===== src/rtl/logic_unit_seq.sv =====
// Handshaked logic/compare/shift unit: single-cycle AND/XOR/CMP/OR/NOT and
// one-bit-per-cycle SHL/SHR/ROL, with registered result and cmp/eq/zero flags.
//
//   state | meaning
//   IDLE  | waiting for start; operands sampled here only
//   SHIFT | serial shift in progress, one bit per cycle
//   DONE  | result valid, done pulse; always returns to IDLE
module logic_unit_seq #(
  parameter int WIDTH      = 8,
  parameter bit SIGNED_CMP = 1'b0
) (
  input  logic             clk,
  input  logic             rst,
  input  logic             start,
  input  logic [2:0]       op,
  input  logic [WIDTH-1:0] acc_in,
  input  logic [WIDTH-1:0] reg_val,
  output logic             busy,
  output logic             done,
  output logic [WIDTH-1:0] acc_out,
  output logic             cmp_flag,
  output logic             eq_flag,
  output logic             zero_flag
);

  localparam int CNT_W = $clog2(WIDTH);

  typedef enum logic [1:0] {IDLE, SHIFT, DONE} state_t;
  typedef enum logic [2:0] {
    OP_AND = 3'b000, OP_XOR = 3'b001, OP_CMP = 3'b010, OP_OR  = 3'b011,
    OP_NOT = 3'b100, OP_SHL = 3'b101, OP_SHR = 3'b110, OP_ROL = 3'b111
  } op_t;

  state_t           state;
  op_t              shift_op;
  logic [WIDTH-1:0] work;
  logic [CNT_W-1:0] cnt;

  logic [CNT_W-1:0] cnt_req;
  logic             is_shift;
  logic             lt_u, lt_s, lt;
  logic [WIDTH-1:0] logic_res;
  logic [WIDTH-1:0] work_next;

  assign cnt_req  = reg_val[CNT_W-1:0];
  assign is_shift = op[2] & (op[1] | op[0]);
  assign lt_u     = acc_in < reg_val;
  assign lt_s     = $signed(acc_in) < $signed(reg_val);
  assign lt       = SIGNED_CMP ? lt_s : lt_u;

  // Shifts land here only with a zero count, where the result is acc_in.
  always_comb begin
    logic_res = acc_in;
    case (op)
      OP_AND:  logic_res = acc_in & reg_val;
      OP_XOR:  logic_res = acc_in ^ reg_val;
      OP_OR:   logic_res = acc_in | reg_val;
      OP_NOT:  logic_res = ~acc_in;
      default: logic_res = acc_in;
    endcase
  end

  always_comb begin
    work_next = work;
    case (shift_op)
      OP_SHL:  work_next = {work[WIDTH-2:0], 1'b0};
      OP_SHR:  work_next = {1'b0, work[WIDTH-1:1]};
      OP_ROL:  work_next = {work[WIDTH-2:0], work[WIDTH-1]};
      default: work_next = work;
    endcase
  end

  always_ff @(posedge clk) begin
    if (rst) begin
      state     <= IDLE;
      shift_op  <= OP_AND;
      work      <= '0;
      cnt       <= '0;
      busy      <= 1'b0;
      done      <= 1'b0;
      acc_out   <= '0;
      cmp_flag  <= 1'b0;
      eq_flag   <= 1'b0;
      zero_flag <= 1'b0;
    end else begin
      case (state)
        IDLE: begin
          done <= 1'b0;
          if (start) begin
            busy <= 1'b1;
            if (is_shift && (cnt_req != '0)) begin
              work     <= acc_in;
              cnt      <= cnt_req;
              shift_op <= op_t'(op);
              state    <= SHIFT;
            end else begin
              acc_out   <= logic_res;
              zero_flag <= (logic_res == '0);
              if (op == OP_CMP) begin
                cmp_flag <= lt;
                eq_flag  <= (acc_in == reg_val);
              end
              done  <= 1'b1;
              state <= DONE;
            end
          end
        end
        SHIFT: begin
          work <= work_next;
          cnt  <= cnt - CNT_W'(1);
          if (cnt == CNT_W'(1)) begin
            acc_out   <= work_next;
            zero_flag <= (work_next == '0);
            done      <= 1'b1;
            state     <= DONE;
          end
        end
        DONE: begin
          busy  <= 1'b0;
          done  <= 1'b0;
          state <= IDLE;
        end
        default: begin
          busy  <= 1'b0;
          done  <= 1'b0;
          state <= IDLE;
        end
      endcase
    end
  end

endmodule


===== config.mk =====
export PLATFORM = sky130hd
export DESIGN_NAME = logic_unit_seq
export DESIGN_NICKNAME = d
export VERILOG_FILES = /design/src/rtl/logic_unit_seq.sv
export SDC_FILE = /design/constraint.sdc
export NUM_CORES = 1
export LEC_CHECK = 0
export BUFFER_PORTS_ARGS = -buffer_cell sky130_fd_sc_hd__buf_2
export CORE_UTILIZATION = 57
export CTS_CLUSTER_DIAMETER = 150
export DETAILED_ROUTE_END_ITERATION = 8
export PLACE_DENSITY = 0.87
export SETUP_SLACK_MARGIN = 0.05
export SLEW_MARGIN = 20
export SYNTH_ARGS = -nofsm -noshare
export SYNTH_HDL_FRONTEND = slang
export SYNTH_SLANG_ARGS = --single-unit

===== constraint.sdc =====
create_clock -name clk -period 1.99 [get_ports clk]
set_input_delay 0.398 -clock clk [delete_from_list [all_inputs] [get_ports clk]]
set_output_delay 0.398 -clock clk [all_outputs]
set_load 0.005 [all_outputs]

---- After elaboration in Yosys (flattened, before gate mapping) ----
Index checks and enable logic that the tools add are counted.
storage, ports and cells
  bits in registers ....................... 29
  output and inout bits ................... 13
  logic and storage cells ................. 73
cells by class
  add/subtract/negate cells ............... 1
  magnitude comparators ................... 1
  equality and inequality tests ........... 14
  muxes and demuxes ....................... 26
  bitwise gates (word level) .............. 8
  reduce and logical (&&, ||, !) cells .... 13
operators by type and width
  operator              count
  $mux W8               5
  $pmux W8 S2           2
  $pmux W8 S4           1
  $pmux W8 S3           1
  $logic_not A8 Y1      2
  $eq A3 B3 Y1 const B  4
  $and A8 B8 Y8         1
  $eq A8 B8 Y1          1
  $lt A8 B8 Y1          1
  $ne A2 B2 Y1 const B  4
  $not A8 Y8            1
  $or A8 B8 Y8          1
  $reduce_and A4 Y1     2
  $xor A8 B8 Y8         1
  $mux W1               7
  $eq A3 B1 Y1 const B  2
  $eq A3 B2 Y1 const B  2
  $mux W2               3
  $mux W3               2
  $pmux W1 S2           3
  $pmux W3 S2           1
  $reduce_and A3 Y1     2
  $pmux W2 S2           1
  $reduce_and A2 Y1     2
  other kinds (10)      11

---- Longest topological paths before layout ----
  depth after elaboration ................. 6
  gate-level depth with buffers ........... 9

---- Worst setup path before layout ----
No wires, ideal clock.
  path type ............................... input to register
  start point ............................. in reg_val[0]
  end point ............................... reg acc_out[7]
  setup time .............................. 0.071 ns
  arrival time ............................ 1.598 ns
  data required time ...................... 1.919 ns
  setup slack ............................. 0.322 ns
  cell stages on the path ................. 5
  buffers on the path ..................... 0
  cell sequence ........................... or3_4 a31oi_4 o21bai_4 or3_1 a21oi_1
on the way
  word-level cells in the longest chain between the ends .. 4
ends and longest elaborated chain
  item                         RTL line  text
  start: declaration           17        input logic [WIDTH-1:0] reg_val,
  $reduce_bool A3 Y1           91        if (is_shift && (cnt_req != '0)) begin
  $logic_and A1 B1 Y1          91
  $ne A2 B2 Y1 (no line)       n/a
  $reduce_and A4 Y1 (no line)  n/a
  end signal: assignment       97        acc_out <= logic_res;
  end signal: assignment       112       acc_out <= work_next;
  end: declaration             20        output logic [WIDTH-1:0] acc_out,
Every way passes these cells.
A chain may end at the register's enable or synchronous reset.

---- Worst setup path after layout ----
  start point ............................. reg cnt[0]
  end point ............................... reg acc_out[5]
on the way
  word-level cells in the longest chain between the ends .. 3
ends and longest elaborated chain
  item                         RTL line  text
  start: declaration           37        logic [CNT_W-1:0] cnt;
  start signal: assignment     93        cnt <= cnt_req;
  start signal: assignment     110       cnt <= cnt - CNT_W'(1);
  $eq A3 B1 Y1                 111       if (cnt == CNT_W'(1)) begin
  $ne A2 B2 Y1 (no line)       n/a
  $reduce_and A4 Y1 (no line)  n/a
Every way passes these cells.

==> reports/results.ini <==
[synthesis]
yosysTopAreaCellShare = 0.249
synth_top_cell_by_area = dfxtp_1
async_reset_ff_frac = 0
synth_seq_cells = 29
synth-main-ff-cell = dfxtp_1
yosysSeqAreaShare = 0.249
synth.net_count = 346
ys_top_cells_by_area = dfxtp_1, ha_1, nor2_1
syn_area_per_cell_um2 = 7.82
synth_edf_count = 0
synth_cell_type_count = 54
ys_warn_count = 0
netlist_area_um2 = 2330
synth_cells = 298

[setup_path]
start_kind = flop
cp_slowest_cell = dfxtp_1
end_kind = flop
worstPathRequired_ns = 2.18
path_delay_family = simple AND/OR/NAND/NOR gates
r2r-start = cnt[0]
cp_cell_sequence = ha_1 -> nor2b_1 -> and2_1 -> nor2_2 -> nor2_4 -> nor2_1 -> a211oi_1
cp_num_buf_inv = 0
rr_endpoint = acc_out[5]
critPathKind = flop to flop
arrival_ns = 2.04
critPathMaxStageDelay_ns = 0.37
ff2ff_path_depth = 7
reg2reg_slack_ns = 0.14
critPathMaxFanout = 11

[place]
dp_hpwl_mm = 4.84
io_buffers = 34
dp_slack_ns = 0.0223
gp_congestion = 0.927

[floorplan]
die-area_um2 = 4350
core-area_um2 = 3800
ioPinCount = 35
fp-row-count = 22
die_width_um = 65.9
die_h_um = 65.9
initial_utilization = 0.613

[global_routing]
grt_antenna_before_repair = 0
overflow = 0
grt_pass1_wl_mm = 10.4
track_usage = 0.313
grt_pass1_vias = 2172
grt_max_degree = 19

[clock_tree]
clk_latency_ns = 0.29
cts-root-buf = clkbuf_8
cts-htree-levels = 2
holdBufCountCts = 0
postCtsSetupBuffers = 0
numCtsBuffers = 5
cts_resized = 0
cts_tree = yes
clock-sinks = 29
clkTransAtPathRegs_ns = 0.07
clock_path_buffers = 2

[finish]
nets = 391
layout_commonest_cell = nor2_1
antenna_cells = 0
final_cell_mix = nor2_1, buf_2, dfxtp_1
fillers = 319
multi_input_area_um2 = 1560
drive_above_1_share = 0.224
regArea_um2 = 583
area_growth_pct = 16.2

[timing]
max_slew.worst_pin.slew_ns = 0.509
rsz0062_at_grt = no
setup_viol = 0
relSlewSlack = 0.658
layout_setup_ws_ns = 0.136
final_hold_viol_count = 0
fin_tns_setup_ns = 0
skew_ns = 0.00854
final_max_slew_viol_count = 0
max_freq_mhz = 539
min_period_over_period = 0.932
whs_ns = 0.433
period_minus_slack_ns = 1.85

[route]
ant_nets = 0
vias = 2424
drt_iter0_drc = 220
drtPass1Iterations = 5
post-route-drc-count = 0
routedWlPerCell_um = 16.0
drt_wl_total_mm = 6.29
vias_per_cell = 6.18

[worst_hold_path]
hp-start = acc_in[0]
min_path_type = primary input to flop
min_to = work[0]
min_path_cells = 3

[power_and_ir_drop]
ir_drop_mv = 0.523
p_leak_nw = 1.22
powerDensity_nw_per_um2 = 588

[outcome]
outcome = finished, final reports clean

[job]
maxCapViolations = 0

logic make-up after synthesis:
group                    synth area share
multiplexers                       0.0199
flip-flops                          0.249
AND/OR/NAND/NOR                     0.236
AO/OA/AOI/OAI                       0.273
adder cells (fa/ha/maj)             0.140
buffers and inverters              0.0816
stage by stage:
step                      utilization  total power, W  cell area (um2)  instances
after floorplan                     -        0.000946             2330        298
after detailed placement        0.689         0.00110             2620        384
after global placement          0.689         0.00109             2620        384
after CTS                       0.712         0.00159             2700        392
final                           0.712         0.00159             2710        392
after global routing            0.712         0.00167             2710        392
power by group:
| part | total (W) | switching (W) | internal (W) | leakage [nW] |
|---|---|---|---|---|
| Sequential | 0.000654 | 0.0000336 | 0.000621 | 0.238 |
| Combinational | 0.000451 | 0.000258 | 0.000192 | 0.938 |
| Clock | 0.000485 | 0.000244 | 0.000241 | 0.0439 |
| Total | 0.00159 | 0.000536 | 0.00105 | 1.22 |
layer usage:
metal,share of wire,vias to the layer above,track usage
met5,0,-,0
met4,0.031,0,0.122
met2,0.46,130,0.499
met3,0.080,26,0.0569
li1,-,1147,-
met1,0.43,1121,0.416
cells in the mapped netlist, types with 5 or more instances:
master / n
o211ai_1: 6
a221oi_1: 5
buf_4: 5
ha_1: 26
buf_2: 5
o22ai_1: 7
inv_1: 26
nand2b_1: 9
clkbuf_1: 5
nor2_1: 36
nor3_1: 6
nand2_1: 23
nand3b_1: 6
nor2b_1: 5
a21oi_1: 25
o21ai_0: 11
dfxtp_1: 29
worst max path at each step:
stage	from	to	slack [ns]	cells past startpoint
final	cnt[0]	acc_out[5]	0.14	7
after global routing	cnt[0]	acc_out[5]	0.08	7
after CTS	shift_op[2]	zero_flag	0.09	6
after detailed placement	reg_val[0]	acc_out[5]	0.02	7
after global placement	reg_val[0]	zero_flag	0.10	7
after floorplan	reg_val[0]	acc_out[7]	0.32	5
flip-flops by register name (all words and copies together), names as in the netlist, 2 cells and up:
register  cells
state         2
work          8
acc_out       8
shift_op      3
cnt           3
area by class of cell:
cell class              instances  area share
clock buffers                   5      0.0254
clock inverters                 3     0.00647
inverters                      26      0.0361
multi-input cells             227       0.576
flip-flops and latches         29       0.215
well taps                      48      0.0222
repair buffers                 54       0.118
worst register-to-register path, cell delays in order, from the launching register on:
cell,delay [ns]
dfxtp_1,0.37
ha_1,0.16
nor2b_1,0.31
and2_1,0.26
nor2_2,0.07
nor2_4,0.23
nor2_1,0.09
a211oi_1,0.27
Note: power is estimated with default switching activity, not from simulation.
